**config.mk**
```make
export PLATFORM = sky130hd
export DESIGN_NAME = demux_stream_router
export DESIGN_NICKNAME = d
export VERILOG_FILES = /design/src/rtl/demux_stream_router_pkg.sv /design/src/rtl/demux_stream_router_out_hold_reg.sv /design/src/rtl/demux_stream_router.sv
export SDC_FILE = /design/constraint.sdc
export NUM_CORES = 1
export LEC_CHECK = 0
export BUFFER_PORTS_ARGS = -buffer_cell sky130_fd_sc_hd__buf_4
export CORE_UTILIZATION = 46
export DETAILED_ROUTE_END_ITERATION = 7
export GPL_ROUTABILITY_DRIVEN = 0
export HOLD_SLACK_MARGIN = 0.15
export PLACE_DENSITY = 0.73
export REMOVE_ABC_BUFFERS = 1
export SLEW_MARGIN = 20
export SYNTH_ARGS = -nofsm -noshare
export SYNTH_HDL_FRONTEND = slang
export SYNTH_SLANG_ARGS = --single-unit
```
**constraint.sdc**
```tcl
create_clock -name clk -period 2.42 [get_ports clk]
set_input_delay 0.363 -clock clk [delete_from_list [all_inputs] [get_ports clk]]
set_output_delay 0.363 -clock clk [all_outputs]
set_load 0.005 [all_outputs]
```
**src/rtl/demux_stream_router_pkg.sv**
```systemverilog
// Shared constants and helpers for the stream router.
// Includes the channel bit-offset function and the saturating counter increment.
package demux_pkg;

    localparam int MAX_OUT = 32;

    function automatic int chan_slice(input int k, input int data_w);
        return k * data_w;
    endfunction

    // Holds at 2^w-1 instead of wrapping; callers size-cast the result back to w bits.
    function automatic logic [31:0] sat_inc(input logic [31:0] v, input int unsigned w);
        logic [31:0] max_v;
        max_v = (w >= 32) ? '1 : ((32'd1 << w) - 32'd1);
        return (v >= max_v) ? v : v + 32'd1;
    endfunction

endpackage

```
**src/rtl/demux_stream_router_out_hold_reg.sv**
```systemverilog
// Single-entry valid/ready holding register for one output channel.
// Latency: 1 cycle from load to valid; drain and reload in one cycle keeps full rate.
// Backpressure: contents frozen while valid & !ready; the upstream must not load then.
module out_hold_reg #(
    parameter int DATA_W = 8
) (
    input  logic              clk,
    input  logic              rst_n,
    input  logic              load,
    input  logic [DATA_W-1:0] load_data,
    input  logic              ready,
    output logic              valid,
    output logic [DATA_W-1:0] data
);

    always_ff @(posedge clk or negedge rst_n) begin
        if (!rst_n) begin
            valid <= 1'b0;
            data  <= '0;
        end else if (load) begin
            valid <= 1'b1;
            data  <= load_data;
        end else if (ready) begin
            valid <= 1'b0;
        end
    end

endmodule

```
**src/rtl/demux_stream_router.sv**
```systemverilog
// Routes one valid/ready stream to a selected channel or to all channels; bad selects are dropped.
// Latency: 1 cycle input to out_valid; drop_cnt/sel_err update 1 cycle after the dropped beat.
// Backpressure: in_ready follows the target channel(s); broadcast waits until every channel can accept.
module demux_stream_router
    import demux_pkg::*;
#(
    parameter  int DATA_W  = 8,
    parameter  int NUM_OUT = 8,
    parameter  int CNT_W   = 16,
    localparam int SEL_W   = $clog2(NUM_OUT)
) (
    input  logic                      clk,
    input  logic                      rst_n,
    input  logic                      in_valid,
    output logic                      in_ready,
    input  logic [DATA_W-1:0]         in_data,
    input  logic [SEL_W-1:0]          in_sel,
    input  logic                      in_bcast,
    output logic [NUM_OUT-1:0]        out_valid,
    input  logic [NUM_OUT-1:0]        out_ready,
    output logic [NUM_OUT*DATA_W-1:0] out_data,
    output logic [CNT_W-1:0]          drop_cnt,
    output logic                      sel_err
);

    logic [NUM_OUT-1:0] can_accept;
    logic [NUM_OUT-1:0] load;
    logic               in_range;
    logic               fire;
    logic               drop;

    assign can_accept = ~out_valid | out_ready;
    assign in_range   = (32'(in_sel) < 32'(NUM_OUT));
    assign fire       = in_valid & in_ready;
    assign drop       = fire & ~in_bcast & ~in_range;

    // Out-of-range unicast is always accepted so a bad select can never stall the producer.
    always_comb begin
        in_ready = 1'b1;
        if (in_bcast) begin
            in_ready = &can_accept;
        end else if (in_range) begin
            in_ready = can_accept[in_sel];
        end
    end

    for (genvar k = 0; k < NUM_OUT; k++) begin : g_ch
        assign load[k] = fire & (in_bcast | (in_range & (in_sel == SEL_W'(k))));

        out_hold_reg #(
            .DATA_W (DATA_W)
        ) u_hold (
            .clk       (clk),
            .rst_n     (rst_n),
            .load      (load[k]),
            .load_data (in_data),
            .ready     (out_ready[k]),
            .valid     (out_valid[k]),
            .data      (out_data[chan_slice(k, DATA_W) +: DATA_W])
        );
    end

    always_ff @(posedge clk or negedge rst_n) begin
        if (!rst_n) begin
            drop_cnt <= '0;
            sel_err  <= 1'b0;
        end else begin
            sel_err <= drop;
            if (drop) begin
                drop_cnt <= CNT_W'(sat_inc(32'(drop_cnt), CNT_W));
            end
        end
    end

endmodule

```
# --- Word level (Yosys, flattened, before mapping) ---
# Cells that the tools add are included.
op_classes:
  n_addsub: 0
  n_mul: 0
  n_div: 0
  n_lt_le_gt_ge: 1
  eq_ne: 7
  n_shift: 0
  n_mux: 19
  bitwise: 19
  n_reduce_logical: 10
ops:
  columns: ["operator", "count"]
  rows:
  - ["1-bit two-way mux", 18]
  - ["2-bit nonzero test", 8]
  - ["3-bit equality test (second input constant)", 4]
  - ["1-bit bitwise AND", 9]
  - ["8-bit inverter", 1]
  - ["1-bit OR", 8]
  - ["8-bit OR", 1]
  - ["8-bit AND reduction", 1]
  - ["3-bit by 2-bit equality test with 1-bit output (second input constant)", 2]
  - ["3-bit by 4-bit less-than comparator with 1-bit output (second input constant)", 1]
  - ["1-bit binary-select mux with 3-bit select", 1]
  - ["3-bit by 1-bit equality test with 1-bit output (second input constant)", 1]
  - ["3-bit zero test", 1]
word_totals:
  regBits: 72
  latch_bits: 0
  mem_bits_rw: 0
  rom_bits: 0
  in_bits: 23
  memories: 0

# --- Logic depth before layout (Yosys ltp) ---
# Gate-level depths: netlist of run 1.
logic_depth:
  depth_word: 8
  ltp_mapped: 7
  depth_no_buf: 4

# --- Cells and area by module ---
# Synthesis of run 1 repeated with hierarchy kept, for this count alone.
hier_totals:
  hier_cells: 229
  area_unflattened_um2: 3454.6
modules_own_cells:
  columns: ["module", "n_inst", "cells_each", "area_per_inst_um2", "seq_area_each_um2"]
  rows:
  - ["out_hold_reg", 8, 20, 369.1, 225.2]
  - ["demux_stream_router", 1, 69, 501.7, 0.0]

# --- Least setup slack after synthesis of run 1 ---
# No wires, ideal clock.
synth_timing:
  path_type: "input to output"
  from: "input in_sel[1]"
  to: "output in_ready"
  arrival_ns: 1.377
  required_ns: 2.057
  path_slack_ns: 0.680
  cell_stages: 4
  n_path_buf: 1
  path_cell_list: "buf_4 > mux4_2 > mux2_2 > o21ai_1"
synth_via:
  elab_chain_len: 3
synth_rtl:
  columns: ["item", "line_no", "text"]
  rows:
  - ["start: declaration", "demux_stream_router.sv:17", "input logic [SEL_W-1:0] in_sel,"]
  - ["1-bit binary-select mux with 3-bit select", "demux_stream_router.sv:43", "in_ready = can_accept[in_sel];"]
  - ["1-bit two-way mux (implied by the code)", "demux_stream_router.sv:43", null]
  - ["1-bit two-way mux", "demux_stream_router.sv:40", "if (in_bcast) begin"]
  - ["end: declaration", "demux_stream_router.sv:15", "output logic in_ready,"]
# No other way between the ends. The select of a mux whose other input is x is not followed.

# --- Final worst setup path of run 1 ---
layout_timing:
  from: "register g_ch[3].u_hold.valid"
  to: "output in_ready"
layout_via:
  elab_chain_len: 5
  elab_cells_between_ends: 6
  classes_between: "mux: 3; bitwise: 2; reduce/logical: 1"
layout_rtl:
  columns: ["item", "line_no", "text"]
  rows:
  - ["start: declaration", "demux_stream_router_out_hold_reg.sv:12", "output logic valid,"]
  - ["start signal: assignment", "demux_stream_router_out_hold_reg.sv:18", "valid <= 1'b0;"]
  - ["start signal: assignment", "demux_stream_router_out_hold_reg.sv:21", "valid <= 1'b1;"]
  - ["start signal: assignment", "demux_stream_router_out_hold_reg.sv:24", "valid <= 1'b0;"]
  - ["8-bit inverter (*)", "demux_stream_router.sv:32", "assign can_accept = ~out_valid | out_ready;"]
  - ["8-bit OR (*)", "demux_stream_router.sv:32", null]
  - ["1-bit binary-select mux with 3-bit select", "demux_stream_router.sv:43", null]
  - ["1-bit two-way mux (implied by the code)", "demux_stream_router.sv:43", null]
  - ["1-bit two-way mux (*)", "demux_stream_router.sv:40", null]
# Every way passes the cells marked *; elsewhere a longest branch is shown, timed or not. The select of a mux whose other input is x is not followed.

==> flow_metrics.tcl, run 1 <==
set metrics [dict create \
    powerDensity_nw_per_um2 1190 \
    dr.pass1.iters 6 \
    numCtsBuffers 9 \
    maxSlewHeadroom_pct 40.2 \
    netlist_area_um2 3550 \
    synth_ff_type "dfrtp_1" \
    hold_viol 0 \
    synth_common_cells "nand2_1 (129), dfrtp_1 (72), o211ai_1 (64)" \
    die_area_um2 8070 \
    nets 478 \
    routed_wl_um 10400 \
    synth_top_family_by_area "simple AND/OR/NAND/NOR gates" \
    diodes 0 \
    cts-root-buf "clkbuf_8" \
    post-cts-setup-buffers 0 \
    min_path_type "in2async" \
    grt_util_all_layers_pct 26.4 \
    maxSlewViolCount 0 \
    fillCellCount 634 \
    synth-seq-cells 72 \
    num_rows 31 \
    critical_path_required_ns 2.06 \
    async_reset_ff_share_pct 100 \
    startpoint_type "flip-flop" \
    clk_pin_slew_worst_paths_ns 0.07 \
    worstMarginPinSlew_ns 0.897 \
    gr-total-overflow 0 \
    crit_arrival_ns 1.95 \
    synth_xor_area_share_pct 0 \
    min_period_ns 2.31 \
    io_pins 113 \
    syn2layout_area_growth_pct 24.5 \
    grt_pass1_vias 3120 \
    crit_type "reg2out" \
    fin_util_pct 59.9 \
    yosysUniqueCellTypes 27 \
    htreeDepth 3 \
    core_area_um2 7370 \
    worst-path-max-fanout 3 \
    fp.dieH_um 89.8 \
    yosysMostFrequentCell "nand2_1" \
    yosysSeqAreaShare_pct 50.8 \
    finalSetupTns_ns 0 \
    timing.final.crit_share_pct 95.6 \
    setup_violations 0 \
    cts.sinks 72 \
    start_util_pct 48.1 \
    synth_compound_area_share_pct 13.7 \
    synth_area_leaders "dfrtp_1 (51%), nand2_1 (14%), o211ai_1 (14%)" \
    drv_cap 0 \
    max-vdd-ir-drop_uv 626 \
    total_power_uw 5240 \
    cts_resized 0 \
    rsz0062_at_grt "no" \
    place_area_um2 4170 \
    final_area_um2 4420 \
    die_w_um 89.8 \
    synthMuxAreaShare_pct 1.59 \
    synth_area_leader_cell "dfrtp_1" \
    cts_tree "done" \
    cts_buffer_depth 2 \
    syn_inst 380 \
    skew_ns 0.0121 \
    p_leak_uw 0.00207 \
    synth-simple-area-share_pct 24.4 \
    io_buffers 95 \
    holdBufCountCts 0 \
    drtIter0Drc 207 \
    wl_per_cell_um 18.5 \
    via_per_inst 5.64 \
    syn-mean-instance-area_um2 9.33 \
    end_kind "output pin" \
    clk_latency_ns 0.35 \
    fmax_ghz 0.432 \
    dp_hpwl_um 7040 \
    layout-drive-gt1-share_pct 27.4 \
    ant_nets 0 \
    outcome "finished, final reports clean" \
    synth-adder-area-share_pct 0 \
    grt_max_degree 73 \
    synth-edff-count 0 \
    via_count 3150 \
    yosysWarnings 0 \
    antenna_found_initial 0 \
    synth_top_cell_area_share_pct 50.8 \
    drc 0 \
    grt_pass1_wl_um 16200 \
]
[flip-flops by register name (all words and copies together), names as in the netlist]
name / count
g_ch.u_hold.data: 64
g_ch.u_hold.valid: 8
[metal layers]
layer / global-route usage, % / wire (um) / part of all wire [%]
met3: 5.92 / 870 / 8.4
met4: 13.8 / 278 / 2.7
met2: 42.0 / 4880 / 47
met5: 0 / 0 / 0
met1: 33.8 / 4340 / 42
[kinds of logic after synthesis]
kind of cell | count (synthesis)
simple gates | 186
flops | 72
compound gates | 65
buf+inv | 53
mux | 3
other cells | 1
[cells in the final DEF, fill, tap and decap left out, drive strengths merged]
master / count
nand3b: 1
nand4: 9
nand3: 9
buf: 101
clkinv: 2
clkbuf: 11
o211ai: 64
or4: 1
dfrtp: 72
nor2b: 10
nor2: 1
nor3: 3
mux2: 1
conb: 17
nor3b: 2
nor4: 3
nand2: 129
mux4: 2
and3: 4
and2: 1
nand2b: 6
or3: 7
bufinv: 3
o21ai: 1
[critical path, stage by stage, from the launching register on]
cell     delay (ns)
dfrtp_1        0.40
nor2b_1        0.18
mux4_2         0.48
mux2_2         0.27
o21ai_1        0.14
buf_4          0.13
[path summary, 6_finish.rpt]
| kind | startpoint | cells past startpoint | slack [ns] | to |
|---|---|---|---|---|
| worst max-delay path | g_ch[3].u_hold.valid$_DFFE_PN0P_ | 5 | 0.11 | in_ready |
| worst min-delay path | rst_n | 1 | 0.13 | g_ch[5].u_hold.data[7]$_DFFE_PN0P_ |
| worst max register to register | g_ch[7].u_hold.valid$_DFFE_PN0P_ | 5 | 0.37 | g_ch[7].u_hold.data[0]$_DFFE_PN0P_ |
| worst min register to register | g_ch[5].u_hold.data[2]$_DFFE_PN0P_ | 2 | 0.55 | g_ch[5].u_hold.data[2]$_DFFE_PN0P_ |
| max in group asynchronous | rst_n | 1 | 1.69 | g_ch[1].u_hold.data[2]$_DFFE_PN0P_ |
| min in group clk | out_ready[1] | 3 | 0.36 | g_ch[1].u_hold.valid$_DFFE_PN0P_ |
[power breakdown]
part           internal (uW)  leakage (uW)  total [uW]  switching [uW]
Sequential              1770      0.000898        2150             380
Combinational           1100       0.00105        1930             828
Clock                    713      0.000124        1160             447
Total                   3590       0.00207        5240            1660
[cell type report]
| type | instances | area, um2 | share of cell area (%) |
|---|---|---|---|
| repair buffers | 101 | 771 | 17.5 |
| multi-input cells | 271 | 1470 | 33.4 |
| flip-flops and latches | 72 | 1800 | 40.8 |
| well taps | 99 | 124 | 2.81 |
| clock buffers | 11 | 141 | 3.20 |
| clock inverters | 5 | 104 | 2.35 |
[stage by stage]
step | worst slack [ns] | hold slack, ns | instances
floorplan | -0.760 | 0.0674 | 343
finish | 0.106 | 0.133 | 559
CTS | 0.117 | 0.167 | 559
global placement | 0.475 | 0.523 | 543
detailed placement | 0.424 | 0.541 | 543
global route | 0.0448 | 0.208 | 559
Power figures use the tool's default switching activity.
==> run 2, diff against run 1 <==
Settings changed: CORE_ASPECT_RATIO set to 1.75.
==> flow_metrics.tcl, run 2 (same netlist as run 1, synthesis figures left out) <==
set metrics [dict create \
    outcome "finished, final reports clean" \
    drc 0 \
    end_kind "output pin" \
    post-cts-setup-buffers 0 \
    critical_path_required_ns 2.06 \
    rsz0062_at_grt "no" \
    diodes 0 \
    largest_reg_flops 64 \
    dr.pass1.iters 4 \
    via_count 3116 \
    cts-root-buf "clkbuf_16" \
    gr-total-overflow 0 \
    start_util_pct 47.2 \
    htreeDepth 3 \
    grt_pass1_wl_um 15600 \
    syn2layout_area_growth_pct 24.0 \
    worst_hold_slack_ns 0.158 \
    crit_arrival_ns 1.88 \
    core_area_um2 7510 \
    layout-drive-gt1-share_pct 26.8 \
    hold_viol 0 \
    worst-path-max-fanout 3 \
    dp_hpwl_um 6910 \
    total_power_uw 5260 \
    nets 477 \
    maxSlewHeadroom_pct 26.8 \
    via_per_inst 5.73 \
    p_leak_uw 0.00207 \
    fp.dieH_um 118 \
    clk_pin_slew_worst_paths_ns 0.05 \
    crit_type "reg2out" \
    num_rows 42 \
    holdBufCountCts 0 \
    die_w_um 68.4 \
    grt_util_all_layers_pct 26.7 \
    cts_buffer_depth 2 \
    min_period_ns 2.24 \
    die_area_um2 8080 \
    io_buffers 95 \
    numCtsBuffers 9 \
    clk_latency_ns 0.33 \
    mostFrequentLayoutCell "nand2_1" \
    io_pins 113 \
    drv_cap 0 \
    ant_nets 0 \
    max-vdd-ir-drop_uv 564 \
    antenna_found_initial 0 \
    top_regs "g_ch.u_hold.data x64, g_ch.u_hold.valid x8" \
    startpoint_type "flip-flop" \
    timing.final.crit_share_pct 92.7 \
    min_path_type "in2async" \
    place_area_um2 4140 \
    setup_violations 0 \
    final_cell_mix "nand2_1 (129), buf_4 (100), dfrtp_1 (72)" \
    stdcell_count 544 \
    drtIter0Drc 202 \
    grt_pass1_vias 3094 \
    final_area_um2 4400 \
    powerDensity_nw_per_um2 1200 \
    skew_ns 0.00953 \
    routed_wl_um 9990 \
    cts.sinks 72 \
    maxSlewViolCount 0 \
    worstMarginPinSlew_ns 1.09 \
    wl_per_cell_um 18.4 \
    largest-register "g_ch.u_hold.data" \
    cts_resized 0 \
    grt_max_degree 73 \
    fmax_ghz 0.446 \
    post-place-cells 531 \
    cts_tree "done" \
]
-- run 2: cell types whose count changed in the layout (fill, tap and decap cells not counted), sizes merged --
| cell | before | now |
|---|---|---|
| bufinv | 3 | 0 |
| clkbuf | 11 | 12 |
| clkinv | 2 | 1 |
| buf | 101 | 100 |
-- run 2: final timing paths --
kind / from / endpoint / slack (ns) / cells past startpoint
hold reg to reg: g_ch[1].u_hold.valid$_DFFE_PN0P_ / g_ch[1].u_hold.valid$_DFFE_PN0P_ / 0.55 / 2
max in group asynchronous: rst_n / g_ch[2].u_hold.data[6]$_DFFE_PN0P_ / 1.66 / 1
setup / recovery: g_ch[3].u_hold.valid$_DFFE_PN0P_ / in_ready / 0.18 / 5
setup reg to reg: g_ch[7].u_hold.valid$_DFFE_PN0P_ / g_ch[7].u_hold.data[7]$_DFFE_PN0P_ / 0.44 / 5
hold / removal: rst_n / g_ch[5].u_hold.data[7]$_DFFE_PN0P_ / 0.16 / 1
min in group clk: in_data[0] / g_ch[7].u_hold.data[0]$_DFFE_PN0P_ / 0.35 / 3
-- run 2: power by group --
group / leakage [uW] / internal [uW] / total [uW] / switching [uW]
Clock: 0.000130 / 730 / 1190 / 465
Sequential: 0.000898 / 1780 / 2180 / 397
Combinational: 0.00104 / 1090 / 1890 / 806
Total: 0.00207 / 3600 / 5260 / 1670
-- run 2: layout make-up --
class / count / area, um2
clock buffers: 12 / 256
clock inverters: 1 / 5.00
fillers: 675 / 3120
multi-input cells: 271 / 1470
flip-flops and latches: 72 / 1800
well taps: 88 / 110
repair buffers: 100 / 751
-- run 2: stage by stage --
| stage | utilization [%] | TNS [ns] | setup slack [ns] |
|---|---|---|---|
| 4_1_cts | 58.5 | 0 | 0.164 |
| 6_report | 58.5 | 0 | 0.176 |
| 5_1_grt | 58.5 | 0 | 0.0578 |
| 2_1_floorplan | - | -51.28 | -0.760 |
| 3_3_place_gp | 55.0 | 0 | 0.549 |
| 3_5_place_dp | 55.0 | 0 | 0.505 |
-- run 2: metal layers --
layer,vias up,track usage (%),wire length [um]
met2,130,43.7,5370
met1,1545,32.1,3790
li1,1415,-,-
met3,26,4.44,477
met4,0,14.2,353
met5,-,0,0
-- run 2: critical path, cell delays in order, from the launching register on --
cell and delay, ns:
dfrtp_1 0.39, nor2b_1 0.18, mux4_2 0.48, mux2_2 0.27, o21ai_1 0.12, buf_4 0.12
==> run 3, diff against run 2 <==
Settings changed: ABC_CLOCK_PERIOD_IN_PS set to 2300, RECOVER_POWER set to 25.
Clock period 2.42 ns to 2.3 ns, I/O delays scaled along.
==> flow_metrics.tcl, run 3 (same netlist as run 1, synthesis figures left out) <==
set metrics [dict create \
    htreeDepth 3 \
    cts-root-buf "clkbuf_16" \
    total_power_uw 5730 \
    routed_wl_um 9900 \
    num_rows 42 \
    powerDensity_nw_per_um2 1270 \
    place_ws_ns 0.375 \
    p_clk_share_pct 25.5 \
    gr-total-overflow 0 \
    grt_max_degree 44 \
    worst-path-max-fanout 3 \
    crit_chain "nor2b_1, mux4_2, mux2_2, o21ai_1, buf_4" \
    cts_buffer_depth 2 \
    io_pins 113 \
    start_util_pct 47.2 \
    maxSlewHeadroom_pct 25.3 \
    clk_latency_ns 0.33 \
    die_area_um2 8080 \
    max-vdd-ir-drop_uv 651 \
    ant_nets 0 \
    via_per_inst 5.62 \
    grt_pass1_vias 3160 \
    layout_setup_ws_ns 0.0989 \
    hp-start "out_ready[3]" \
    startpoint_type "flip-flop" \
    via_count 3098 \
    p_sw_uw 1760 \
    worst-path-stages 5 \
    hold_viol 0 \
    layout-drive-gt1-share_pct 27.4 \
    grt_pass1_wl_um 15600 \
    cts_tree "done" \
    setup_violations 0 \
    post-cts-setup-buffers 0 \
    stdcell_count 551 \
    crit_type "reg2out" \
    crit_arrival_ns 1.86 \
    timing.final.crit_share_pct 95.7 \
    nets 481 \
    finalSetupTns_ns 0 \
    drtIter0Drc 281 \
    power.share.switching_pct 30.7 \
    fmax_ghz 0.454 \
    cp_num_buf_inv 1 \
    maxSlewViolCount 0 \
    reg2reg_depth 5 \
    largest-register "g_ch.u_hold.data" \
    reg2reg_slack_ns 0.35 \
    p_seq_share_pct 39.7 \
    dp_hpwl_um 7020 \
    clk_pin_slew_worst_paths_ns 0.05 \
    rsz0062_at_grt "no" \
    drv_cap 0 \
    antenna_found_initial 0 \
    combPwrFrac_pct 34.7 \
    worst_hold_slack_ns 0.328 \
    top_regs "g_ch.u_hold.data x64, g_ch.u_hold.valid x8" \
    r2r_end "g_ch[6].u_hold.data[7]$_DFFE_PN0P_" \
    hold_end "g_ch[3].u_hold.valid$_DFFE_PN0P_" \
    hold_depth 3 \
    grt_util_all_layers_pct 26.4 \
    dr.pass1.iters 5 \
    drc 0 \
    end_kind "output pin" \
    min_period_ns 2.20 \
    skew_ns 0.00496 \
    cp_top_family "multiplexers" \
    die_w_um 68.4 \
    critPathSlowestCell "mux4_2" \
    reg2reg_from "g_ch[7].u_hold.valid$_DFFE_PN0P_" \
    outcome "finished, final reports clean" \
    io_buffers 95 \
    p_leak_uw 0.00211 \
    diodes 0 \
    wl_per_cell_um 18.0 \
    slowest_delay_ns 0.47 \
    worstMarginPinSlew_ns 1.11 \
    final_cell_mix "nand2_1 (129), buf_4 (89), dfrtp_1 (72)" \
    internal-power_uw 3970 \
    post-place-cells 534 \
    min_path_type "in2reg" \
    mostFrequentLayoutCell "nand2_1" \
    core_area_um2 7510 \
    fp.dieH_um 118 \
    syn2layout_area_growth_pct 26.7 \
    largest_reg_flops 64 \
    cts.sinks 72 \
    critical_path_required_ns 1.96 \
    numCtsBuffers 9 \
]
[run 3: cell count changes in the layout (fill, tap and decap cells not counted), sizes merged]
cell / delta
buf: -10
bufinv: +1
dlygate4sd3: +1
clkbuf: +15
[run 3: cell type report]
type                    instances  area [um2]
fillers                       668        3020
flip-flops and latches         72        1800
multi-input cells             271        1470
repair buffers                104         790
clock buffers                  14         284
well taps                      88         110
clock inverters                 2        35.0
[run 3: through the flow]
step,instance area (um2),utilization (%)
global placement,4170,55.5
finish,4490,59.8
floorplan,3270,-
detailed placement,4170,55.5
CTS,4500,59.9
global route,4490,59.8
[run 3: worst min-delay path, stage by stage]
cell	delay, ns
buf_4	0.08
nand2b_1	0.11
nand3_1	0.07
[run 3: routing by layer]
| layer | routed length (um) | track usage, % | vias to the layer above | share of wire (%) |
|---|---|---|---|---|
| met4 | 311 | 13.7 | 0 | 3.1 |
| met5 | 0 | 0 | - | 0 |
| li1 | - | - | 1427 | - |
| met3 | 569 | 3.96 | 22 | 5.7 |
| met1 | 3710 | 31.9 | 1508 | 37 |
| met2 | 5300 | 43.4 | 141 | 54 |
[run 3: power groups by stage]
| stage | Combinational [uW] | Clock [uW] | Sequential, uW |
|---|---|---|---|
| after floorplan | 738 | 0 | 2240 |
| after global placement | 1960 | 0 | 2280 |
| after detailed placement | 2010 | 0 | 2290 |
| after CTS | 2020 | 1470 | 2280 |
| after global routing | 2200 | 1520 | 2340 |
| final | 1990 | 1460 | 2280 |
[run 3: worst max-delay path by stage]
stage	from	endpoint	slack, ns
finish	g_ch[3].u_hold.valid$_DFFE_PN0P_	in_ready	0.1
global route	g_ch[3].u_hold.valid$_DFFE_PN0P_	in_ready	0.02
CTS	g_ch[3].u_hold.valid$_DFFE_PN0P_	in_ready	0.09
detailed placement	in_bcast	g_ch[7].u_hold.data[4]$_DFFE_PN0P_	0.37
global placement	in_sel[0]	in_ready	0.44
floorplan	g_ch[4].u_hold.valid$_DFFE_PN0P_	g_ch[0].u_hold.data[0]$_DFFE_PN0P_	-0.88
[run 3: timing repair]
item / CTS / global route
endpoints found under the hold margin: 42 / 0
resized for setup: 0 / 0
hold buffers: 1 / 0
